## src/rtl/muldiv_unit_if.sv

```systemverilog
// Handshake and HI/LO bus between the EX stage and the iterative multiply/divide unit.
// The pipeline drives through master; the unit connects through slave.
interface muldiv_unit_if #(
  parameter int WIDTH = 32
);
  logic             start;
  logic [1:0]       op;
  logic [WIDTH-1:0] A;
  logic [WIDTH-1:0] B;
  logic             hi_we;
  logic             lo_we;
  logic [WIDTH-1:0] wdata;
  logic             busy;
  logic             done;
  logic [WIDTH-1:0] hi;
  logic [WIDTH-1:0] lo;

  modport master (
    output start, op, A, B, hi_we, lo_we, wdata,
    input  busy, done, hi, lo
  );

  modport slave (
    input  start, op, A, B, hi_we, lo_we, wdata,
    output busy, done, hi, lo
  );
endinterface

```

## src/rtl/muldiv_unit.sv

```systemverilog
// Iterative mult/multu/div/divu unit owning HI/LO.
// Fixed 33-cycle latency: 32 shift-add or restoring shift-subtract steps, then a done cycle.
module muldiv_unit #(
  parameter int WIDTH = 32
) (
  input  logic         clk,
  input  logic         reset,
  muldiv_unit_if.slave bus
);

  localparam int CW = $clog2(WIDTH);

  typedef enum logic [1:0] {
    IDLE = 2'd0,
    RUN  = 2'd1,
    FIN  = 2'd2
  } state_t;

  state_t             state_r;
  state_t             state_s;
  logic [CW-1:0]      cnt_r;
  logic [2*WIDTH-1:0] acc_r;
  logic [WIDTH-1:0]   opb_r;
  logic [WIDTH-1:0]   a_orig_r;
  logic               is_div_r;
  logic               neg_q_r;
  logic               neg_r_r;
  logic               divzero_r;
  logic [WIDTH-1:0]   hi_r;
  logic [WIDTH-1:0]   lo_r;

  logic               accept_s;
  logic               last_s;
  logic               busy_s;
  logic               done_s;
  logic               sa_s;
  logic               sb_s;
  logic [WIDTH-1:0]   amag_s;
  logic [WIDTH-1:0]   bmag_s;
  logic [WIDTH:0]     mul_sum_s;
  logic [WIDTH+1:0]   div_diff_s;
  logic [2*WIDTH-1:0] step_s;
  logic [2*WIDTH-1:0] prod_s;
  logic [WIDTH-1:0]   res_hi_s;
  logic [WIDTH-1:0]   res_lo_s;

  function automatic logic [WIDTH-1:0] cond_neg(input logic [WIDTH-1:0] v, input logic neg);
    return neg ? ({WIDTH{1'b0}} - v) : v;
  endfunction

  assign accept_s = (state_r == IDLE) && bus.start;
  assign last_s   = (state_r == RUN) && (cnt_r == CW'(WIDTH - 1));

  // State register.
  always_ff @(posedge clk) begin
    if (reset) begin
      state_r <= IDLE;
    end else begin
      state_r <= state_s;
    end
  end

  // Next-state logic.
  always_comb begin
    state_s = state_r;
    case (state_r)
      IDLE:    state_s = bus.start ? RUN : IDLE;
      RUN:     state_s = last_s ? FIN : RUN;
      FIN:     state_s = IDLE;
      default: state_s = IDLE;
    endcase
  end

  // Status outputs decoded from state; FIN still counts as busy.
  always_comb begin
    busy_s = 1'b0;
    done_s = 1'b0;
    case (state_r)
      IDLE:    begin busy_s = 1'b0; done_s = 1'b0; end
      RUN:     begin busy_s = 1'b1; done_s = 1'b0; end
      FIN:     begin busy_s = 1'b1; done_s = 1'b1; end
      default: begin busy_s = 1'b0; done_s = 1'b0; end
    endcase
  end

  // Sign flags and magnitudes taken at accept; unsigned ops never see a sign.
  always_comb begin
    sa_s   = ~bus.op[0] & bus.A[WIDTH-1];
    sb_s   = ~bus.op[0] & bus.B[WIDTH-1];
    amag_s = cond_neg(bus.A, sa_s);
    bmag_s = cond_neg(bus.B, sb_s);
  end

  // One iteration. acc holds {partial product, multiplier} or {remainder, dividend/quotient}.
  always_comb begin
    mul_sum_s  = {1'b0, acc_r[2*WIDTH-1:WIDTH]} + {1'b0, (acc_r[0] ? opb_r : {WIDTH{1'b0}})};
    div_diff_s = {1'b0, acc_r[2*WIDTH-1:WIDTH-1]} - {2'b00, opb_r};
    if (is_div_r) begin
      if (!div_diff_s[WIDTH+1]) begin
        step_s = {div_diff_s[WIDTH-1:0], acc_r[WIDTH-2:0], 1'b1};
      end else begin
        step_s = {acc_r[2*WIDTH-2:0], 1'b0};
      end
    end else begin
      step_s = {mul_sum_s, acc_r[WIDTH-1:1]};
    end
  end

  // Sign fix-up of the final step; divide by zero returns all-ones / original dividend.
  always_comb begin
    prod_s   = neg_q_r ? ({(2*WIDTH){1'b0}} - step_s) : step_s;
    res_hi_s = prod_s[2*WIDTH-1:WIDTH];
    res_lo_s = prod_s[WIDTH-1:0];
    if (!is_div_r) begin
      res_hi_s = prod_s[2*WIDTH-1:WIDTH];
      res_lo_s = prod_s[WIDTH-1:0];
    end else if (divzero_r) begin
      res_hi_s = a_orig_r;
      res_lo_s = {WIDTH{1'b1}};
    end else begin
      res_hi_s = cond_neg(step_s[2*WIDTH-1:WIDTH], neg_r_r);
      res_lo_s = cond_neg(step_s[WIDTH-1:0], neg_q_r);
    end
  end

  // Operand latch, iteration datapath and HI/LO registers.
  always_ff @(posedge clk) begin
    if (reset) begin
      cnt_r     <= {CW{1'b0}};
      acc_r     <= {(2*WIDTH){1'b0}};
      opb_r     <= {WIDTH{1'b0}};
      a_orig_r  <= {WIDTH{1'b0}};
      is_div_r  <= 1'b0;
      neg_q_r   <= 1'b0;
      neg_r_r   <= 1'b0;
      divzero_r <= 1'b0;
      hi_r      <= {WIDTH{1'b0}};
      lo_r      <= {WIDTH{1'b0}};
    end else begin
      if (accept_s) begin
        cnt_r     <= {CW{1'b0}};
        is_div_r  <= bus.op[1];
        neg_q_r   <= sa_s ^ sb_s;
        neg_r_r   <= sa_s;
        a_orig_r  <= bus.A;
        divzero_r <= (bus.B == {WIDTH{1'b0}});
        if (bus.op[1]) begin
          acc_r <= {{WIDTH{1'b0}}, amag_s};
          opb_r <= bmag_s;
        end else begin
          acc_r <= {{WIDTH{1'b0}}, bmag_s};
          opb_r <= amag_s;
        end
      end else if (state_r == RUN) begin
        acc_r <= step_s;
        cnt_r <= cnt_r + CW'(1'b1);
      end
      // A write coinciding with accept lands now and is overwritten by the result later.
      if (last_s) begin
        hi_r <= res_hi_s;
        lo_r <= res_lo_s;
      end else if (state_r == IDLE) begin
        if (bus.hi_we) hi_r <= bus.wdata;
        if (bus.lo_we) lo_r <= bus.wdata;
      end
    end
  end

  assign bus.busy = busy_s;
  assign bus.done = done_s;
  assign bus.hi   = hi_r;
  assign bus.lo   = lo_r;

endmodule

```

## src/flat_wrapper.sv

```systemverilog
// flat-port wrapper written by rule: the top's interface ports become plain ports
module muldiv_unit_flat 
#(
  parameter int WIDTH = 32
)
  (clk, reset, bus_start, bus_op, bus_A, bus_B, bus_hi_we, bus_lo_we, bus_wdata, bus_busy, bus_done, bus_hi, bus_lo);
  muldiv_unit_if #(.WIDTH(WIDTH)) bus_i ();
  input  logic clk;
  input  logic reset;
  input wire logic [$bits(bus_i.start)-1:0] bus_start;
  input wire logic [$bits(bus_i.op)-1:0] bus_op;
  input wire logic [$bits(bus_i.A)-1:0] bus_A;
  input wire logic [$bits(bus_i.B)-1:0] bus_B;
  input wire logic [$bits(bus_i.hi_we)-1:0] bus_hi_we;
  input wire logic [$bits(bus_i.lo_we)-1:0] bus_lo_we;
  input wire logic [$bits(bus_i.wdata)-1:0] bus_wdata;
  output wire logic [$bits(bus_i.busy)-1:0] bus_busy;
  output wire logic [$bits(bus_i.done)-1:0] bus_done;
  output wire logic [$bits(bus_i.hi)-1:0] bus_hi;
  output wire logic [$bits(bus_i.lo)-1:0] bus_lo;
  assign bus_i.start = bus_start;
  assign bus_i.op = bus_op;
  assign bus_i.A = bus_A;
  assign bus_i.B = bus_B;
  assign bus_i.hi_we = bus_hi_we;
  assign bus_i.lo_we = bus_lo_we;
  assign bus_i.wdata = bus_wdata;
  assign bus_busy = bus_i.busy;
  assign bus_done = bus_i.done;
  assign bus_hi = bus_i.hi;
  assign bus_lo = bus_i.lo;
  muldiv_unit #(.WIDTH(WIDTH)) u_core (.clk(clk), .reset(reset), .bus(bus_i));
endmodule
```

## config.mk

```make
export PLATFORM = sky130hd
export DESIGN_NAME = muldiv_unit_flat
export DESIGN_NICKNAME = d
export VERILOG_FILES = /design/src/rtl/muldiv_unit_if.sv /design/src/rtl/muldiv_unit.sv /design/src/flat_wrapper.sv
export SDC_FILE = /design/constraint.sdc
export NUM_CORES = 1
export LEC_CHECK = 0
export CORE_MARGIN = 2
export CORE_UTILIZATION = 25
export DETAILED_ROUTE_END_ITERATION = 8
export PLACE_DENSITY = 0.49
export SYNTH_ARGS = -nofsm -noshare
export SYNTH_HDL_FRONTEND = slang
export SYNTH_SLANG_ARGS = --single-unit
```

## constraint.sdc

```tcl
create_clock -name clk -period 6.6 [get_ports clk]
set_input_delay 1.32 -clock clk [delete_from_list [all_inputs] [get_ports clk]]
set_output_delay 1.32 -clock clk [all_outputs]
set_load 0.03 [all_outputs]
```

Word level (Yosys, flattened, before mapping)
Index checks and enable logic that the tools add are counted.

word-level totals
  output and inout bits = 66
  logic and storage cells = 65
  register bits after elaboration = 203

operators by class
  reductions and logical operators = 12
  eq/ne operators = 3
  add/subtract/negate cells = 8
  bitwise logic cells = 4
  mux-type cells = 27

operator list
  operator               number
  $mux 32                17
  $mux 64                5
  $sub 1x32->32 const A  4
  $sub 1x64->64 const A  1
  $sub 33x32->34         1
  $add 32x32->33         1
  $logic_not 32->1       1
  $reduce_bool 2->1      4
  $add 5x1->5 const B    1
  $eq 5x5->1 const B     1
  $pmux 2 s2             1
  $reduce_and 2->1       2
  $reduce_or 2->1        2
  $mux 1                 3
  $and 1x1->1            2
  $eq 2x1->1 const B     1
  $eq 2x2->1 const B     1
  $logic_and 1x1->1      2
  $logic_not 2->1        1
  $mux 2                 1
  $not 1->1              1
  $xor 1x1->1            1

Longest topological paths before layout
Gate-level depths: netlist of run 1.

  depth after elaboration = 8
  mapped depth = 25
  gate-level depth less buffers = 20

Worst setup path before layout of run 1
No wires, ideal clock.

  kind = reg-to-reg
  start = register u_core.is_div_r
  end = register u_core.hi_r[8] (netlist: u_core.bus.hi[8])
  setup slack = 0.991 ns
  path buffers = 12
  period minus slack after synthesis = 5.609 ns
  setup time = 0.142 ns
  data arrival time = 5.467 ns
  cell stages (with the launch flop) = 26
  data required time = 6.458 ns
  cells stage by stage = dfxtp_1 -> buf_2 -> buf_2 -> buf_2 -> buf_2 -> buf_2 -> buf_2 -> buf_1 -> buf_1 -> buf_2 -> buf_2 -> nand2_1 -> o21ai_0 -> ha_1 -> nand2_1 -> or2_2 -> or3_1 -> clkbuf_1 -> or3_1 -> or2_1 -> clkbuf_1 -> o31ai_1 -> xor2_1 -> nor2_1 -> a211oi_1 -> a311oi_1

on the way
  cells in the longest elaborated chain, start to end = 6
  elaborated cells on any way between the ends = 8
  classes of those cells = 2 x add/sub; 6 x mux

ends and longest elaborated chain
  element                   line                RTL
  start: declaration        muldiv_unit.sv:25   logic is_div_r;
  start signal: assignment  muldiv_unit.sv:142  is_div_r <= bus.op[1];
  $mux 64                   muldiv_unit.sv:98   if (is_div_r) begin
  $sub 1x32->32             muldiv_unit.sv:48   return neg ? ({WIDTH{1'b0}} - v) : v;
  $mux 32                   muldiv_unit.sv:48
  $mux 32                   muldiv_unit.sv:117  end else if (divzero_r) begin
  $mux 32 (*)               muldiv_unit.sv:114  if (!is_div_r) begin
  $mux 32 (*)               muldiv_unit.sv:159  if (last_s) begin
  end signal: assignment    muldiv_unit.sv:137  hi_r <= {WIDTH{1'b0}};
  end signal: assignment    muldiv_unit.sv:160  hi_r <= res_hi_s;
  end signal: assignment    muldiv_unit.sv:163  if (bus.hi_we) hi_r <= bus.wdata;
  end: declaration          muldiv_unit.sv:29   logic [WIDTH-1:0] hi_r;

Mark *: on every way between the ends. The rest lies on a longest branch, timed or not.
A chain may end at the register's enable or synchronous reset.

Final worst setup path of run 1
  start = register u_core.acc_r[42]
  end = register u_core.hi_r[28] (netlist: u_core.bus.hi[28])

on the way
  cells in the longest elaborated chain, start to end = 8
  elaborated cells on any way between the ends = 11
  classes of those cells = 4 x add/sub; 7 x mux

ends and longest elaborated chain
  element                   line                RTL
  start: declaration        muldiv_unit.sv:22   logic [2*WIDTH-1:0] acc_r;
  start signal: assignment  muldiv_unit.sv:130  acc_r <= {(2*WIDTH){1'b0}};
  start signal: assignment  muldiv_unit.sv:148  acc_r <= {{WIDTH{1'b0}}, amag_s};
  start signal: assignment  muldiv_unit.sv:151  acc_r <= {{WIDTH{1'b0}}, bmag_s};
  $sub 33x32->34            muldiv_unit.sv:97   div_diff_s = {1'b0, acc_r[2*WIDTH-1:WIDTH-1]} - {2'b00, opb_r};
  $mux 64                   muldiv_unit.sv:99   if (!div_diff_s[WIDTH+1]) begin
  $mux 64 (*)               muldiv_unit.sv:98
  $sub 1x32->32             muldiv_unit.sv:48
  $mux 32                   muldiv_unit.sv:48
  $mux 32                   muldiv_unit.sv:117
  $mux 32 (*)               muldiv_unit.sv:114
  $mux 32 (*)               muldiv_unit.sv:159

Marks and branches as above.

==> results.md, run 1 <==
* Fin Setup TNS at 0 ps
* Core Area at slightly above 70,000 sq um
* Worst-Margin Slew at 1368 ps
* Routed WL at 85,210 microns
* Final setup fails at 0
* Slew Viols, Final at 0
* Post-Synthesis Cells at 2,475
* Post-synth top cells: nand2_1, nor2_1, a21oi_1
* Max Root-Sink Buffers at 3
* H-tree depth at 1
* Hold Crit Class: reg -> reg
* Filler cells at between 7,000 and 8,000
* WS Path Type: reg -> reg
* Largest net degree at the start of global routing at 87
* Die ar. at 73,970 sq um
* Avg Inst Size Synth at 7.254 sq um
* #FFs+latches synth at approximately 200
* CP most frequent cell: nand2_1
* Num CTS Buffers at 26
* Clock transition at path regs at 60 ps
* Cell with the most instances after synthesis: nand2_1
* LEAKAGE at between 7 and 8 nW
* Final hold slack at about 450 ps
* Ratio of final minimum period to clock period at 89.88%
* Ys async rst share at 0%
* DR vias/cell at 5.573
* GRT overflow at 0
* HPWL after detailed placement at 66,880 microns
* Min Tclk post-route at 5932 ps
* Die height at 272.0 microns
* Max-Cap Viols at 0
* Most common flop cell mapped by yosys: dfxtp_1
* Critical Path AT at 6410 ps
* CP max-delay cell: a311o_1
* Clk_lat worst skew at 580 ps
* First-iteration detailed-routing DRC count at 2,079
* Biggest area consumer among synthesized cells: dfxtp_1
* Clock net sink count at 203
* Count of buffers from port buffering at 168
* Pre-antenna DRT Iters at 5
* # IOs at 169
* Power per standard cell area at ~220 nW/um^2
* Antenna-violating nets left at 0
* Outcome: complete, no violations
* Synth area leaders: dfxtp_1, nand2_1, mux2i_1
* Crit-path max FO at 14
* Synth unique cells at 91
* Slowest Stage Delay on Critical Path at 760 ps
* Initial core utilization at 25.20%
* Final Hold Vio Count at 0
* Seq/Total Area, Yosys at 22.64%
* Multi-input logic area at 12,950 sq um
* Num rows at 98
* Global Route Usage Sum at 22.08%
* CTS tree: yes
* Post-CTS setup buffer count at 0
* FF/Latch Area at 4069 sq um
* Vias at 19,520
* Worst Skew at around 16 ps
* Post_cts resized at 0
* Fraction of layout cells with a size suffix above 1 at 5.723%
* First-pass GRT wire length at around 120,000 microns
* Initial antenna violation count at 3
* Top-area cell type share of the netlist area at 22.64%
* DR WL/cell at 24.33 microns
* RSZ-0062 raised after global routing: false
* Crit-path cells: ha_1, a21oi_1, a21boi_1, nor4_4, a311o_1, nand2_1, nand2_1, a31oi_1, inv_1, ha_1, nand2_1, a21o_1, a211oi_1, nand4_2, nor3_4, nand2_1, or4b_1, a31o_1
* Synth-to-Final Area Change at 19.28%
* RePlAce Congestion at between 0.9 and 1
* Number of remaining DRC errors at 0
* Yosys warns at 0
* Post-synth EDFFs at 0
* Syn Std Cell Area at roughly 18,000 sq um
* Die width at 272.0 microns
* Syn nets at 2,653
* Critical Path RT at 7080 ps
* VDD IR max at 0.1905 mV
* Crit path capture type: flop
* CTS Root Cell: clkbuf_16
* # hold bufs at CTS at 0
* Final net count at 2,712
* FMAX at 168.6 MHz
* Vias in the first global route at around 18,000
* Slew HR at 8.247%
* Type of origin of the critical path: flop
==> cell families after synthesis <==
kind of cell,after synthesis,synth area share [%]
adders and majority gates,75,5.311
and+or+nand+nor,887,22.31
AOI/OAI and AO/OA,758,28.43
muxes,128,7.199
buffers and inverters,246,5.436
DFF,203,22.64
xor gates and xnor gates,178,8.684
==> per-layer routing <==
metal  track usage (%)  wire [microns]
met1             31.50           38880
met2             35.47           38490
met3             2.662            5973
met4             4.772            1870
met5                 0               0
==> placed cells by master (no fill, tap or decap), types with 27 or more instances in the layout <==
| cell | Yosys | final |
|---|---|---|
| a221oi_1 | 50 | 50 |
| xor2_1 | 70 | 70 |
| o21ai_0 | 115 | 115 |
| mux2i_1 | 119 | 119 |
| nand3_1 | 33 | 33 |
| buf_4 | 2 | 40 |
| xnor2_1 | 108 | 108 |
| o31ai_1 | 30 | 30 |
| a211oi_1 | 44 | 43 |
| inv_1 | 67 | 67 |
| dfxtp_1 | 203 | 201 |
| o211ai_1 | 85 | 85 |
| nor3_1 | 68 | 68 |
| ha_1 | 73 | 72 |
| nand2_1 | 349 | 346 |
| a31oi_1 | 27 | 27 |
| nor2_1 | 257 | 256 |
| clkdlybuf4s50_1 | 0 | 166 |
| a21oi_1 | 215 | 215 |
==> worst paths after layout <==
| check | start | endpoint | slack (ps) | depth (start not counted) |
|---|---|---|---|---|
| worst min register to register | u_core.opb_r[10] | u_core.opb_r[10] | 450 | 2 |
| worst min-delay path | u_core.opb_r[10] | u_core.opb_r[10] | 450 | 2 |
| worst max register to register | u_core.acc_r[42] | u_core.bus.hi[28] | 670 | 18 |
| worst max-delay path | u_core.acc_r[42] | u_core.bus.hi[28] | 670 | 18 |
==> flip-flops by register name, indices dropped and copies added (netlist names) <==
| name | count |
|---|---|
| u_core.state_r | 2 |
| u_core.acc_r | 64 |
| u_core.bus.lo | 32 |
| u_core.cnt_r | 5 |
| u_core.bus.hi | 32 |
| u_core.is_div_r | 1 |
| u_core.neg_r_r | 1 |
| u_core.divzero_r | 1 |
| u_core.opb_r | 32 |
| u_core.neg_q_r | 1 |
| u_core.a_orig_r | 32 |
==> worst max-delay path, delay by kind of cell (launching register included) <==
kind / cells / cell delay [ps]
compound gates: 7 / 2200
fa+ha+maj: 2 / 600
buf+inv: 1 / 170
flops: 1 / 440
simple gates: 8 / 2400
==> power by group <==
part           total, W  internal [W]  switching [W]
Sequential      0.00139       0.00131      0.0000845
Combinational   0.00169      0.000577        0.00111
Clock           0.00167       0.00104       0.000628
Total           0.00475       0.00292        0.00183
==> through the flow <==
step	setup slack (ps)	utilization, %	total power [W]	cell area, sq um	std cells
finish	667.8	30.06	0.004751	21420	3502
global route	248.2	30.06	0.004943	21410	3501
CTS	758.8	30.06	0.004748	21410	3501
detailed placement	769.2	28.69	0.003075	20440	3456
global placement	903.1	28.68	0.003073	20430	3456
floorplan	991.3	-	0.002440	17950	2475
==> final cells by class <==
class / instances / share of cell area [%]
Sequential cell: 203 / 19.00
Clock inverter: 9 / 0.9757
Clock buffer: 36 / 3.587
Antenna cell: 1 / 0.01168
Timing Repair Buffer: 207 / 9.184
Inverter: 70 / 1.227
Tap cell: 950 / 5.550
Multi-Input combinational cell: 2026 / 60.46
Note: power is estimated with default switching activity, not from simulation.
==> run 2: changes to the inputs <==
--- a/config.mk
+++ b/config.mk
@@ -8,7 +8,7 @@
 export CORE_MARGIN = 2
 export CORE_UTILIZATION = 25
 export DETAILED_ROUTE_END_ITERATION = 8
-export PLACE_DENSITY = 0.49
+export PLACE_DENSITY = 0.51
 export SYNTH_ARGS = -nofsm -noshare
 export SYNTH_HDL_FRONTEND = slang
 export SYNTH_SLANG_ARGS = --single-unit
==> constraint.sdc (replaced) <==
create_clock -name clk -period 4.8 [get_ports clk]
set_input_delay 0.96 -clock clk [delete_from_list [all_inputs] [get_ports clk]]
set_output_delay 0.96 -clock clk [all_outputs]
set_load 0.03 [all_outputs]
==> results.md, run 2 (synthesized netlist as in run 1, its figures left out) <==
* Most common cell after layout, fill and taps aside: nand2_1
* Placed Instance Area at 21,920 sq um
* Min Tclk post-route at 4607 ps
* Number of remaining DRC errors at 0
* GRT overflow at 0
* Core Area at between 70,000 and 80,000 sq um
* Count of buffers from port buffering at ~170
* Outcome: complete, no violations
* CTS tree: yes
* DR vias/cell at approximately 5.4
* Global Route Usage Sum at 21.60%
* HPWL after detailed placement at approximately 66,000 microns
* DR WL/cell at 22.65 microns
* Routing usage on met2 at 34.15%
* Crit path capture type: flop
* Hold endpoint: u_core.opb_r[2]
* Vias at 19,920
* RePlAce Congestion at about 0.93
* Antenna-violating nets left at 0
* # IOs at around 170
* Final net count at 2,893
* Fin Setup TNS at 0 ps
* Final Hold Vio Count at 0
* H-tree depth at 1
* Multi-input logic area at 13,110 sq um
* RSZ-0062 raised after global routing: true
* FMAX at approximately 220 MHz
* RR Startpoint: u_core.acc_r[51]
* First-iteration detailed-routing DRC count at 2,110
* LEAKAGE at 8.862 nW
* Critical Path RT at 5210 ps
* Num CTS Buffers at 25
* Worst Skew at 37.27 ps
* Largest net degree at the start of global routing at 170
* N_diodes at 0
* Clk_lat worst skew at 570 ps
* Reg-to-Reg End: u_core.bus.hi[6]
* Pre-antenna DRT Iters at 7
* Type of origin of the critical path: flop
* Critical Path AT at approximately 5000 ps
* GRT Max-Usage Layer: met2
* Initial antenna violation count at 3
* Synth-to-Final Area Change at 27.25%
* Fraction of layout cells with a size suffix above 1 at about an eighth
* Commonest non-fill, non-tap cells in the layout: nand2_1, nor2_1, buf_4, a21oi_1, dfxtp_1
* Vias in the first global route at 18,450
* Slew Viols, Final at 0
* VDD IR max at 0.2785 mV
* Die height at 272.0 microns
* Final hold slack at between 400 and 500 ps
* Die width at between 200 and 300 microns
* Initial core utilization at ~25%
* CTS Root Cell: clkbuf_16
* WS Path Type: reg -> reg
* First-pass GRT wire length at 122,100 microns
* Met3 Use GR at around 3.8%
* Hold depth at 2
* Ratio of final minimum period to clock period at 95.97%
* Crit-path max FO at 8
* Hold Crit Class: reg -> reg
* Filler cells at 7,720
* Slew HR at approximately 22%
* Worst-Margin Slew at between 1000 and 1500 ps
* Register-to-register setup slack at around 190 ps
* Number of flip-flops under the largest register name at 64
* Num rows at 98
* Worst reg2reg path depth at 20
* Max Root-Sink Buffers at 3
* Most flops, register: u_core.acc_r
* Die ar. at around 74,000 sq um
* Power per standard cell area at 278.6 nW/um^2
* Hold path start: u_core.opb_r[2]
* Clock net sink count at a little over 200
* Met1 Track Usage GR at between 30% and 40%
* Final setup fails at 0
* Final instance area at 22,850 sq um
* Clock transition at path regs at 70 ps
* FF/Latch Area at 4069 sq um
* Max-Cap Viols at 0
* Routed WL at 83,390 microns
* CP Launch Point: u_core.acc_r[51]
* Finished Core Util at 32.07%
-- run 2: how the worst max path moves through the flow --
stage,depth (start not counted),end
2_1_floorplan,23,u_core.bus.hi[28]
3_3_place_gp,20,u_core.bus.hi[8]
3_5_place_dp,21,u_core.bus.hi[6]
4_1_cts,21,u_core.bus.hi[6]
5_1_grt,19,u_core.bus.hi[29]
6_report,20,u_core.bus.hi[6]
-- run 2: critical path, stage by stage (launching register included) --
cell,delay [ps]
dfxtp_1,430
ha_1,320
a21oi_2,160
o21ai_1,110
a21o_1,210
a221o_2,450
nor2_4,130
nand2_1,110
o21ai_2,110
ha_2,200
nand2_1,70
or2_4,260
or3_1,380
buf_4,180
or2_2,340
o21ai_1,180
xor2_1,170
nor2_1,70
a211oi_2,280
buf_4,210
a311oi_1,50
-- run 2: what timing repair did --
item                                    4_1_cts  5_1_grt
hold endpoints to repair                      0        0
gates resized for setup                       0       22
endpoints found under the setup margin        0       19
setup buffers                                 0        1
hold buffers                                  0        0
-- run 2: layout make-up --
| cell class | instances | share of cell area, % |
|---|---|---|
| clock buffer | 36 | 3.051 |
| sequential | 203 | 17.81 |
| timing repair buffer | 389 | 14.97 |
| multi-input combinational | 2026 | 57.39 |
| tap | 950 | 5.203 |
| inverter | 70 | 1.150 |
| clock inverter | 8 | 0.4272 |
-- run 2: routing by layer --
| layer | share of wire [%] | up-vias |
|---|---|---|
| met5 | 0.012 | - |
| met4 | 2.8 | 2 |
| li1 | - | 9470 |
| met3 | 7.1 | 126 |
| met2 | 44 | 764 |
| met1 | 46 | 9555 |
-- run 2: power by group --
group          total (W)  leakage (nW)  switching, W  internal, W
clock            0.00192         0.392      0.000808      0.00111
sequential       0.00190          1.67      0.000107      0.00180
combinational    0.00254          6.80       0.00155     0.000992
-- run 2: stage by stage --
stage                     worst slack (ps)  instances  power [W]
after global placement               184.4       3637   0.004402
after floorplan                      8.006       2475   0.003376
after global routing                -18.59       3682   0.006631
after CTS                            91.56       3681   0.006312
final                                193.4       3682   0.006365
after detailed placement             121.0       3637   0.004398
